File: config.mk
export PLATFORM = sky130hd
export DESIGN_NAME = mem_arbiter_flat
export DESIGN_NICKNAME = d
export VERILOG_FILES = /design/src/rtl/mem_arbiter_pkg.sv /design/src/rtl/mem_arbiter_if.sv /design/src/rtl/mem_arbiter_timer.sv /design/src/rtl/mem_arbiter.sv /design/src/flat_wrapper.sv
export SDC_FILE = /design/constraint.sdc
export NUM_CORES = 1
export LEC_CHECK = 0
export ABC_AREA = 1
export CORE_ASPECT_RATIO = 0.6
export CORE_UTILIZATION = 36
export CTS_CLUSTER_DIAMETER = 60
export DETAILED_ROUTE_END_ITERATION = 8
export GPL_TIMING_DRIVEN = 0
export PLACE_DENSITY_LB_ADDON = 0.12
export REMOVE_ABC_BUFFERS = 1
export SETUP_SLACK_MARGIN = 0.2
export SYNTH_ARGS = -nofsm -noshare
export SYNTH_HDL_FRONTEND = slang
export SYNTH_SLANG_ARGS = --single-unit
File: constraint.sdc
create_clock -name clk -period 1.5 [get_ports clk]
set_input_delay 0.3 -clock clk [delete_from_list [all_inputs] [get_ports clk]]
set_output_delay 0.3 -clock clk [all_outputs]
set_load 0.1 [all_outputs]
File: src/rtl/mem_arbiter_pkg.sv
// cpu_parameters: shared CPU-wide constants and the memory arbiter state type.
// Latency: n/a (declarations only).
// Backpressure: n/a.
//
// Contents:
//   xlen                - machine word width, default for all address/data buses
//   DEFAULT_MAX_STREAK  - data grants allowed back-to-back while a fetch waits
//   DEFAULT_TIMEOUT     - cycles a memory transaction may stay unacknowledged
//   arb_state_t         - arbiter FSM encoding
package cpu_parameters;

  localparam int xlen               = 32;
  localparam int DEFAULT_MAX_STREAK = 4;
  localparam int DEFAULT_TIMEOUT    = 64;

  typedef enum logic [1:0] {
    ARB_IDLE   = 2'd0,
    ARB_BUSY_I = 2'd1,
    ARB_BUSY_D = 2'd2
  } arb_state_t;

endpackage

File: src/rtl/mem_arbiter_if.sv
// mem_arbiter_if: bundle of fetch-port, data-port and downstream-memory signals.
// Latency: n/a (wiring only).
// Backpressure: req_v/req_rdy handshake per CPU port; memory side completes on mem_ack.
//
// Modports:
//   slave  - the arbiter's view (takes CPU requests and memory completions)
//   master - the environment's view (CPU ports plus the memory model)
interface mem_arbiter_if #(
  parameter int XLEN = cpu_parameters::xlen
);

  // instruction fetch port
  logic            i_req_v;
  logic [XLEN-1:0] i_req_adr;
  logic            i_req_rdy;
  logic            i_resp_v;
  logic [XLEN-1:0] i_resp;

  // data port
  logic            d_req_v;
  logic            d_req_we;
  logic [XLEN-1:0] d_req_adr;
  logic [XLEN-1:0] d_req_data;
  logic [3:0]      d_req_strobe;
  logic            d_req_rdy;
  logic            d_resp_v;
  logic [XLEN-1:0] d_resp;

  // downstream memory
  logic            mem_r_v;
  logic            mem_w_v;
  logic [XLEN-1:0] mem_adr;
  logic [XLEN-1:0] mem_data;
  logic [3:0]      mem_strobe;
  logic [XLEN-1:0] mem_resp;
  logic            mem_ack;

  // status
  logic            err;

  modport slave (
    input  i_req_v, i_req_adr,
    output i_req_rdy, i_resp_v, i_resp,
    input  d_req_v, d_req_we, d_req_adr, d_req_data, d_req_strobe,
    output d_req_rdy, d_resp_v, d_resp,
    output mem_r_v, mem_w_v, mem_adr, mem_data, mem_strobe,
    input  mem_resp, mem_ack,
    output err
  );

  modport master (
    output i_req_v, i_req_adr,
    input  i_req_rdy, i_resp_v, i_resp,
    output d_req_v, d_req_we, d_req_adr, d_req_data, d_req_strobe,
    input  d_req_rdy, d_resp_v, d_resp,
    input  mem_r_v, mem_w_v, mem_adr, mem_data, mem_strobe,
    output mem_resp, mem_ack,
    input  err
  );

endinterface

File: src/rtl/mem_arbiter_timer.sv
// mem_arb_timer: counts cycles spent waiting on one memory transaction.
// Latency: o_expire rises in the TIMEOUT-th busy cycle (count TIMEOUT-1).
// Backpressure: none; restarts from zero whenever i_busy drops.
//
// Ports:
//   clk, rst  - clock, synchronous active-high reset
//   i_busy    - high while the arbiter owns an outstanding transaction
//   o_expire  - high in the last busy cycle in which an ack is still acceptable
module mem_arb_timer
  import cpu_parameters::*;
#(
  parameter int TIMEOUT = DEFAULT_TIMEOUT
) (
  input  logic clk,
  input  logic rst,
  input  logic i_busy,
  output logic o_expire
);

  localparam int CNT_W = $clog2(TIMEOUT + 1);
  localparam logic [CNT_W-1:0] LAST = CNT_W'(TIMEOUT - 1);

  logic [CNT_W-1:0] r_cnt;

  // Counter is 0 in the first busy cycle, so LAST marks busy cycle number TIMEOUT.
  assign o_expire = i_busy && (r_cnt == LAST);

  always_ff @(posedge clk) begin
    if (rst || !i_busy) begin
      r_cnt <= '0;
    end else if (!o_expire) begin
      r_cnt <= r_cnt + 1'b1;
    end
  end

endmodule

File: src/rtl/mem_arbiter.sv
// mem_arbiter: shares one single-outstanding memory port between fetch and data requests.
// Latency: accept in cycle N -> mem valid at N+1; mem_ack at M -> resp_v pulse at M+1 (min 2).
// Backpressure: req_rdy only while idle; data has priority, fetch wins after MAX_STREAK data grants.
//
// Ports:
//   clk, rst  - sole clock (rising edge), synchronous active-high reset
//   bus       - mem_arbiter_if.slave: fetch port, data port, downstream memory, sticky err
//
// Build option: define MEM_ARB_TIMEOUT_EN to abort transactions whose mem_ack does not
// arrive within TIMEOUT busy cycles; err is then set and the owner gets resp_v with 0.
module mem_arbiter
  import cpu_parameters::*;
#(
  parameter int XLEN       = xlen,
  parameter int MAX_STREAK = DEFAULT_MAX_STREAK,
  parameter int TIMEOUT    = DEFAULT_TIMEOUT
) (
  input  logic         clk,
  input  logic         rst,
  mem_arbiter_if.slave bus
);

  localparam int STREAK_W = $clog2(MAX_STREAK + 1);
  localparam logic [STREAK_W-1:0] STREAK_MAX = STREAK_W'(MAX_STREAK);

  if (MAX_STREAK < 1 || TIMEOUT < 1) begin : g_bad_cfg
    $error("mem_arbiter: MAX_STREAK and TIMEOUT must both be at least 1");
  end

  arb_state_t          r_state;
  logic [STREAK_W-1:0] r_streak;

  // Latched request, driven straight onto the memory port while busy.
  logic [XLEN-1:0]     r_adr;
  logic [XLEN-1:0]     r_data;
  logic [3:0]          r_strobe;
  logic                r_mem_r_v;
  logic                r_mem_w_v;

  logic                r_i_resp_v;
  logic [XLEN-1:0]     r_i_resp;
  logic                r_d_resp_v;
  logic [XLEN-1:0]     r_d_resp;

  logic                w_idle;
  logic                w_busy;
  logic                w_i_first;
  logic                w_grant_i;
  logic                w_grant_d;
  logic                w_timeout;
  logic                w_done;
  logic [XLEN-1:0]     w_resp_dat;
  logic [STREAK_W-1:0] w_streak_inc;

  assign w_idle = (r_state == ARB_IDLE);
  assign w_busy = !w_idle;

  // Fetch only overrides data once the streak has saturated with a fetch waiting.
  assign w_i_first = bus.i_req_v && (r_streak == STREAK_MAX);
  assign w_grant_d = w_idle && bus.d_req_v && !w_i_first;
  assign w_grant_i = w_idle && bus.i_req_v && !w_grant_d;

  assign bus.i_req_rdy = w_grant_i;
  assign bus.d_req_rdy = w_grant_d;

  assign w_streak_inc = (r_streak == STREAK_MAX) ? r_streak : r_streak + 1'b1;

`ifdef MEM_ARB_TIMEOUT_EN
  logic w_expire;
  logic r_err;

  mem_arb_timer #(
    .TIMEOUT (TIMEOUT)
  ) u_timer (
    .clk      (clk),
    .rst      (rst),
    .i_busy   (w_busy),
    .o_expire (w_expire)
  );

  // A real ack in the expiry cycle still completes normally.
  assign w_timeout = w_expire && !bus.mem_ack;

  always_ff @(posedge clk) begin
    if (rst) begin
      r_err <= 1'b0;
    end else if (w_timeout) begin
      r_err <= 1'b1;
    end
  end

  assign bus.err = r_err;
`else
  assign w_timeout = 1'b0;
  assign bus.err   = 1'b0;
`endif

  assign w_done     = w_busy && (bus.mem_ack || w_timeout);
  assign w_resp_dat = bus.mem_ack ? bus.mem_resp : '0;

  always_ff @(posedge clk) begin
    if (rst) begin
      r_state    <= ARB_IDLE;
      r_streak   <= '0;
      r_adr      <= '0;
      r_data     <= '0;
      r_strobe   <= '0;
      r_mem_r_v  <= 1'b0;
      r_mem_w_v  <= 1'b0;
      r_i_resp_v <= 1'b0;
      r_i_resp   <= '0;
      r_d_resp_v <= 1'b0;
      r_d_resp   <= '0;
    end else begin
      r_i_resp_v <= 1'b0;
      r_d_resp_v <= 1'b0;

      case (r_state)
        ARB_IDLE: begin
          if (w_grant_d) begin
            r_state   <= ARB_BUSY_D;
            r_adr     <= bus.d_req_adr;
            r_data    <= bus.d_req_data;
            r_strobe  <= bus.d_req_strobe;
            r_mem_r_v <= !bus.d_req_we;
            r_mem_w_v <= bus.d_req_we;
            // The streak only measures how long a waiting fetch has been starved.
            r_streak  <= bus.i_req_v ? w_streak_inc : '0;
          end else if (w_grant_i) begin
            r_state   <= ARB_BUSY_I;
            r_adr     <= bus.i_req_adr;
            r_data    <= '0;
            r_strobe  <= 4'hF;
            r_mem_r_v <= 1'b1;
            r_mem_w_v <= 1'b0;
            r_streak  <= '0;
          end
        end

        ARB_BUSY_I, ARB_BUSY_D: begin
          if (w_done) begin
            r_state   <= ARB_IDLE;
            r_mem_r_v <= 1'b0;
            r_mem_w_v <= 1'b0;
            if (r_state == ARB_BUSY_I) begin
              r_i_resp_v <= 1'b1;
              r_i_resp   <= w_resp_dat;
            end else begin
              r_d_resp_v <= 1'b1;
              r_d_resp   <= w_resp_dat;
            end
          end
        end

        default: begin
          r_state   <= ARB_IDLE;
          r_mem_r_v <= 1'b0;
          r_mem_w_v <= 1'b0;
        end
      endcase
    end
  end

  assign bus.mem_r_v    = r_mem_r_v;
  assign bus.mem_w_v    = r_mem_w_v;
  assign bus.mem_adr    = r_adr;
  assign bus.mem_data   = r_data;
  assign bus.mem_strobe = r_strobe;

  assign bus.i_resp_v   = r_i_resp_v;
  assign bus.i_resp     = r_i_resp;
  assign bus.d_resp_v   = r_d_resp_v;
  assign bus.d_resp     = r_d_resp;

endmodule

File: src/flat_wrapper.sv
// flat-port wrapper written by rule: the top's interface ports become plain ports
module mem_arbiter_flat import cpu_parameters::*;
#(
  parameter int XLEN       = xlen,
  parameter int MAX_STREAK = DEFAULT_MAX_STREAK,
  parameter int TIMEOUT    = DEFAULT_TIMEOUT
)
  (clk, rst, bus_i_req_v, bus_i_req_adr, bus_i_req_rdy, bus_i_resp_v, bus_i_resp, bus_d_req_v, bus_d_req_we, bus_d_req_adr, bus_d_req_data, bus_d_req_strobe, bus_d_req_rdy, bus_d_resp_v, bus_d_resp, bus_mem_r_v, bus_mem_w_v, bus_mem_adr, bus_mem_data, bus_mem_strobe, bus_mem_resp, bus_mem_ack, bus_err);
  mem_arbiter_if #(.XLEN(XLEN)) bus_i ();
  input  logic clk;
  input  logic rst;
  input wire logic [$bits(bus_i.i_req_v)-1:0] bus_i_req_v;
  input wire logic [$bits(bus_i.i_req_adr)-1:0] bus_i_req_adr;
  output wire logic [$bits(bus_i.i_req_rdy)-1:0] bus_i_req_rdy;
  output wire logic [$bits(bus_i.i_resp_v)-1:0] bus_i_resp_v;
  output wire logic [$bits(bus_i.i_resp)-1:0] bus_i_resp;
  input wire logic [$bits(bus_i.d_req_v)-1:0] bus_d_req_v;
  input wire logic [$bits(bus_i.d_req_we)-1:0] bus_d_req_we;
  input wire logic [$bits(bus_i.d_req_adr)-1:0] bus_d_req_adr;
  input wire logic [$bits(bus_i.d_req_data)-1:0] bus_d_req_data;
  input wire logic [$bits(bus_i.d_req_strobe)-1:0] bus_d_req_strobe;
  output wire logic [$bits(bus_i.d_req_rdy)-1:0] bus_d_req_rdy;
  output wire logic [$bits(bus_i.d_resp_v)-1:0] bus_d_resp_v;
  output wire logic [$bits(bus_i.d_resp)-1:0] bus_d_resp;
  output wire logic [$bits(bus_i.mem_r_v)-1:0] bus_mem_r_v;
  output wire logic [$bits(bus_i.mem_w_v)-1:0] bus_mem_w_v;
  output wire logic [$bits(bus_i.mem_adr)-1:0] bus_mem_adr;
  output wire logic [$bits(bus_i.mem_data)-1:0] bus_mem_data;
  output wire logic [$bits(bus_i.mem_strobe)-1:0] bus_mem_strobe;
  input wire logic [$bits(bus_i.mem_resp)-1:0] bus_mem_resp;
  input wire logic [$bits(bus_i.mem_ack)-1:0] bus_mem_ack;
  output wire logic [$bits(bus_i.err)-1:0] bus_err;
  assign bus_i.i_req_v = bus_i_req_v;
  assign bus_i.i_req_adr = bus_i_req_adr;
  assign bus_i_req_rdy = bus_i.i_req_rdy;
  assign bus_i_resp_v = bus_i.i_resp_v;
  assign bus_i_resp = bus_i.i_resp;
  assign bus_i.d_req_v = bus_d_req_v;
  assign bus_i.d_req_we = bus_d_req_we;
  assign bus_i.d_req_adr = bus_d_req_adr;
  assign bus_i.d_req_data = bus_d_req_data;
  assign bus_i.d_req_strobe = bus_d_req_strobe;
  assign bus_d_req_rdy = bus_i.d_req_rdy;
  assign bus_d_resp_v = bus_i.d_resp_v;
  assign bus_d_resp = bus_i.d_resp;
  assign bus_mem_r_v = bus_i.mem_r_v;
  assign bus_mem_w_v = bus_i.mem_w_v;
  assign bus_mem_adr = bus_i.mem_adr;
  assign bus_mem_data = bus_i.mem_data;
  assign bus_mem_strobe = bus_i.mem_strobe;
  assign bus_i.mem_resp = bus_mem_resp;
  assign bus_i.mem_ack = bus_mem_ack;
  assign bus_err = bus_i.err;
  mem_arbiter #(.XLEN(XLEN), .MAX_STREAK(MAX_STREAK), .TIMEOUT(TIMEOUT)) u_core (.clk(clk), .rst(rst), .bus(bus_i));
endmodule
Yosys cells after proc, flatten, opt, wreduce, memory -nomap -nowiden

Index checks and enable logic that the tools add are counted.

Add/subtract/negate cells: 1
Equality and inequality tests: 6
Mux-type cells: 24
Bitwise gates (word level): 3
Reduce and logical (&&, ||, !) cells: 19

Operators with widths:

| kind                                                                     | count |
|---|---|
| 32-bit 2-to-1 mux                                                        | 5 |
| 3-bit 2-to-1 mux                                                         | 4 |
| 3-bit AND reduction                                                      | 3 |
| 4-bit 2-to-1 mux                                                         | 2 |
| 1-bit 2-to-1 mux                                                         | 7 |
| 1-bit logical AND                                                        | 6 |
| 2-bit 2-to-1 mux                                                         | 3 |
| 3-bit inequality test (second input constant)                            | 2 |
| 1-bit zero test                                                          | 4 |
| 1-bit one-hot mux with 2 select lines                                    | 2 |
| 2-bit one-hot mux with 2 select lines                                    | 1 |
| 2-bit AND reduction                                                      | 2 |
| 3-bit by 1-bit adder with 3-bit output (second input constant)           | 1 |
| 3-bit equality test (second input constant)                              | 1 |
| 1-bit NOT                                                                | 3 |
| 3-bit OR reduction                                                       | 1 |
| 2-bit by 1-bit equality test with 1-bit output (second input constant)   | 1 |
| 2-bit equality test (second input constant)                              | 1 |
| 2-bit zero test                                                          | 1 |
| 2-bit by 1-bit inequality test with 1-bit output (second input constant) | 1 |
| 2-bit nonzero test                                                       | 1 |
| 2-bit OR reduction                                                       | 1 |

Register bits: 141
Logic and storage cells: 64

Depth between registers and ports, before layout

Depth after elaboration: 9
Mapped depth: 11

Worst setup path after synthesis

Ideal clock, no wire load.

Path type: register to output
Start: reg u_core.r_state[0]
End: out bus_i_req_rdy
Arrival: 1.784 ns
Required time: 1.200 ns
Setup slack: -0.584 ns
Stages on the path, launching flop included: 10
Path buffers: 2
Cells stage by stage: dfxtp_1 > inv_1 > ha_1 > buf_4 > nand2_1 > inv_2 > nand2_4 > nand2_4 > buf_6 > inv_1

Word-level cells in the longest chain between the ends: 5
Elaborated cells on any way between the ends: 6
Those cells by class: 6 x reduce/logical

Ends and longest elaborated chain:

| what                            | line               | text |
|---|---|---|
| from (decl)                     | mem_arbiter.sv:30  | `arb_state_t r_state;` |
| from (signal assigned)          | mem_arbiter.sv:103 | `r_state <= ARB_IDLE;` |
| from (signal assigned)          | mem_arbiter.sv:121 | `r_state <= ARB_BUSY_D;` |
| from (signal assigned)          | mem_arbiter.sv:130 | `r_state <= ARB_BUSY_I;` |
| 2-bit zero test *               | mem_arbiter.sv:55  | `assign w_idle = (r_state == ARB_IDLE);` |
| 1-bit logical AND (2 in series) | mem_arbiter.sv:60  | `assign w_grant_d = w_idle && bus.d_req_v && !w_i_first;` |
| 1-bit zero test                 | mem_arbiter.sv:61  | `assign w_grant_i = w_idle && bus.i_req_v && !w_grant_d;` |
| 1-bit logical AND *             | mem_arbiter.sv:61  |  |
| to (decl)                       | flat_wrapper.sv:14 | `output wire logic [$bits(bus_i.i_req_rdy)-1:0] bus_i_req_rdy;` |

Every way passes the cells marked *; elsewhere a longest branch is shown, timed or not.

Worst setup path after layout

Start: reg u_core.r_state[1]
End: out bus_d_req_rdy

Word-level cells in the longest chain between the ends: 3

Ends and longest elaborated chain:

| what                            | line               | text |
|---|---|---|
| 2-bit zero test                 | mem_arbiter.sv:55  |  |
| 1-bit logical AND (2 in series) | mem_arbiter.sv:60  |  |
| to (decl)                       | flat_wrapper.sv:22 | `output wire logic [$bits(bus_i.d_req_rdy)-1:0] bus_d_req_rdy;` |

Every way passes these cells.

==> impl_metrics.csv <==
group,metric,value,unit
placed_design,port_buffers,275,
placed_design,placed_area,0.00844,mm2
detailed_routing,ant_nets,0,
worst_setup_path,worstPathRequired,1.20,ns
die,die_h,98.4,um
global_routing,first_global_vias,5621,
finish,drive_gt1_share,46.5,%
worst_setup_path,r2r_start,"u_core.r_state[1]",
pwr,p_leak,4.92,nW
cts,cts_tree,"built",
die,rows,34,
die,ios,277,
worst_setup_path,r2r_cells,15,
detailed_routing,wl_per_cell,18.8,um
finish,num-nets-final,1214,
yosys,yosys_warnings,0,
run,drv_cap,0,
sta,clock.fmax,520,MHz
global_routing,grt_first_pass_wirelength,31.4,mm
detailed_routing,vias,6355,
global_routing,grt_max_degree,65,
worst_setup_path,start_kind,"flip-flop",
cts,htree_levels,4,
worst_setup_path,crit_buf_inv,5,
finish,layout_commonest_cell,"clkdlybuf4s50_1",
die,initial_core_util,37.7,%
finish,mostFrequentLayoutCells,"clkdlybuf4s50_1 (135), buf_12 (105), inv_1 (104)",
cts,worstSkewPairLatency,0.42,ns
yosys,synth_top_area_share,50.6,%
min_path,hp-class,"primary input to flip-flop",
cts,clock-sinks,141,
global_routing,grtUsageTotal,25.6,%
cts,cts_buffer_depth,2,
worst_setup_path,critPathKind,"flip-flop to output port",
yosys,synth_largest_area_cell,"dfxtp_1",
finish,fin_area,0.0120,mm2
outcome,failed_checks,"negative setup slack",
cts,clk_pin_slew,0.06,ns
sta,drv_slew,0,
worst_setup_path,crit_path_end_kind,"output port",
finish,diodes,0,
yosys,syn_inst,756,
min_path,hold_start,"rst",
yosys,yosys.cell_types.count,24,
sta,fin_skew,0.0122,ns
yosys,synth_area,0.00558,mm2
finish,area_delta_synth_final,116,%
cts,cts_root_buf,"clkbuf_16",
placed_design,gp_congestion,0.770,
worst_setup_path,cpLargestDelayFamily,"buffers and inverters",
detailed_routing,vias_per_cell,4.96,
finish,nFillCells,902,
global_routing,antenna_found_initial,0,
sta,setup-violations-final,156,
pwr,power,0.0172,W
sta,finalHoldViolations,0,
sta,worst_pin_slew,0.602,ns
worst_setup_path,timing.rr.end,"u_core.bus.mem_adr[22]",
worst_setup_path,critPathSlowestCell,"dfxtp_2",
die,die-width,163,um
sta,finalCritPeriodShare,128,%
cts,holdBufCountCts,0,
yosys,ys_seq_area_share,50.6,%
die,die_area,0.0160,mm2
worst_setup_path,cp_cell_sequence,"inv_2, ha_4, nand2_4, inv_6, nand2_8, buf_12, inv_16, buf_16",
detailed_routing,dr.pass1.iters,5,
worst_setup_path,crit_path_max_fanout,4,
sta,rsz0062_at_grt,"yes",
pwr,powerDensity,1430,mW/mm2
die,core_area,0.0148,mm2
placed_design,dp_hpwl,11.8,mm
yosys,ys_top_cells_by_area,"dfxtp_1 (51%), a21oi_1 (10%), nand2_1 (10%), inv_1 (7.5%), o21ai_0 (7.1%)",
worst_setup_path,arrival,1.62,ns
outcome,status,"complete, but fails checks",
sta,fin_ws,-0.423,ns
pwr,ir_worst_vdd,0.842,mV
worst_setup_path,regToRegSetupSlack,-0.40,ns
min_path,hold_end,"u_core.bus.mem_data[19]",
detailed_routing,drt_wl_total,24.1,mm
worst_setup_path,slowest_delay,0.33,ns
sta,max-slew-margin-rel,59.8,%
sta,timing.final.crit_period,1.92,ns
min_path,holdPathStages,2,
yosys,avgSynthCellArea,7.38,um2
detailed_routing,drt-initial-drc-count,405,
detailed_routing,drc,0,
cts,cts_buffers,17,
global_routing,overflow,0,
yosys,ys_ff_latch,141,
worst_setup_path,cp-startpoint,"u_core.r_state[1]",
==> metrics by stage <==
stage          hold slack [ns]  std cells  setup slack, ns  TNS (ns)  util [%]
5_1_grt                  0.259       1280           -0.467    -46.19      81.4
2_1_floorplan            0.369        707           -0.689    -53.03         -
3_5_place_dp             0.435       1184            -2.21   -162.56      57.0
4_1_cts                  0.178       1264           -0.406    -59.59      68.4
3_3_place_gp             0.432       1180            -3.41   -438.17      56.4
6_report                 0.255       1280           -0.423    -37.41      81.4
==> cell type report <==
class / instances / area [um2] / area share [%]
well taps: 198 / 248 / 2.06
repair buffers: 329 / 4570 / 37.9
inverters: 113 / 452 / 3.75
repair inverters: 4 / 30.0 / 0.249
multi-input cells: 464 / 3150 / 26.2
clock buffers: 18 / 429 / 3.56
flip-flops and latches: 141 / 2920 / 24.3
clock inverters: 13 / 238 / 1.97
==> worst reg2reg max path, stage by stage, from the launching register on <==
cell	delay [ns]
dfxtp_2	0.33
inv_2	0.07
ha_4	0.18
buf_6	0.11
buf_6	0.08
buf_6	0.08
buf_6	0.09
o21ai_4	0.06
buf_12	0.15
buf_16	0.13
buf_6	0.12
buf_12	0.14
nand2_2	0.06
nand2_1	0.05
nor2_1	0.08
nor2_1	0.04
==> metal layers <==
metal  global-route usage [%]  part of all wire [%]  up-vias
met3                     5.68                   5.6       28
met2                     41.0                    48      235
met4                     7.48                   1.4        0
met5                        0                     0        -
li1                         -                     -     3048
met1                     34.5                    45     3044
==> worst max path at each step <==
stage	endpoint	slack, ns	cells after the start
global route	bus_d_req_rdy	-0.47	8
floorplan	bus_i_req_rdy	-0.69	6
finish	bus_d_req_rdy	-0.42	8
detailed placement	bus_d_req_rdy	-2.21	6
global placement	u_core.bus.mem_strobe[1]	-3.41	4
CTS	bus_mem_data[21]	-0.41	1
==> power by group <==
group          internal (W)  switching, W
sequential          0.00414      0.000388
combinational       0.00299       0.00476
clock               0.00314       0.00177
==> synth_stat cells <==
library cell and number:
nand3_1 44, buf_4 7, nand2_2 2, nand2_1 150
nor2_2 1, ha_1 6, o21ai_1 1, inv_4 1
nand3_2 1, dfxtp_1 141, buf_2 10, clkbuf_1 31
nand3b_1 1, o21ai_2 1, o21ai_0 79, conb_1 1
nand2_4 2, buf_6 1, inv_1 111, nor2_1 46
o21a_1 1, xnor2_1 1, inv_2 1, a21oi_1 116
==> what timing repair did <==
| action | in CTS | in global routing |
|---|---|---|
| resized for setup | 541 | 968 |
| pin swaps | 30 | 49 |
| setup buffers | 33 | 8 |
| endpoints found under the setup margin | 278 | 277 |
| gates cloned | 16 | 8 |
==> sequential cells by signal, summed over array words and instances, names as in the netlist <==
name	count
u_core.bus.i_resp_v	1
u_core.bus.d_resp_v	1
u_core.bus.mem_r_v	1
u_core.bus.i_resp	32
u_core.r_state	2
u_core.bus.mem_strobe	4
u_core.bus.mem_w_v	1
u_core.bus.mem_adr	32
u_core.bus.d_resp	32
u_core.bus.mem_data	32
u_core.r_streak	3
==> logic make-up (layout without fill, tap and decap cells) <==
family,after synthesis,count (layout),synth area share [%]
AO/OA/AOI/OAI,198,198,17.9
XOR/XNOR,1,1,0.157
adder cells (fa/ha/maj),6,6,1.35
buffers and inverters,162,477,11.8
flip-flops,141,141,50.6
other,1,1,0.0672
AND/OR/NAND/NOR,247,258,18.2
(Power assumes the default switching activity.)
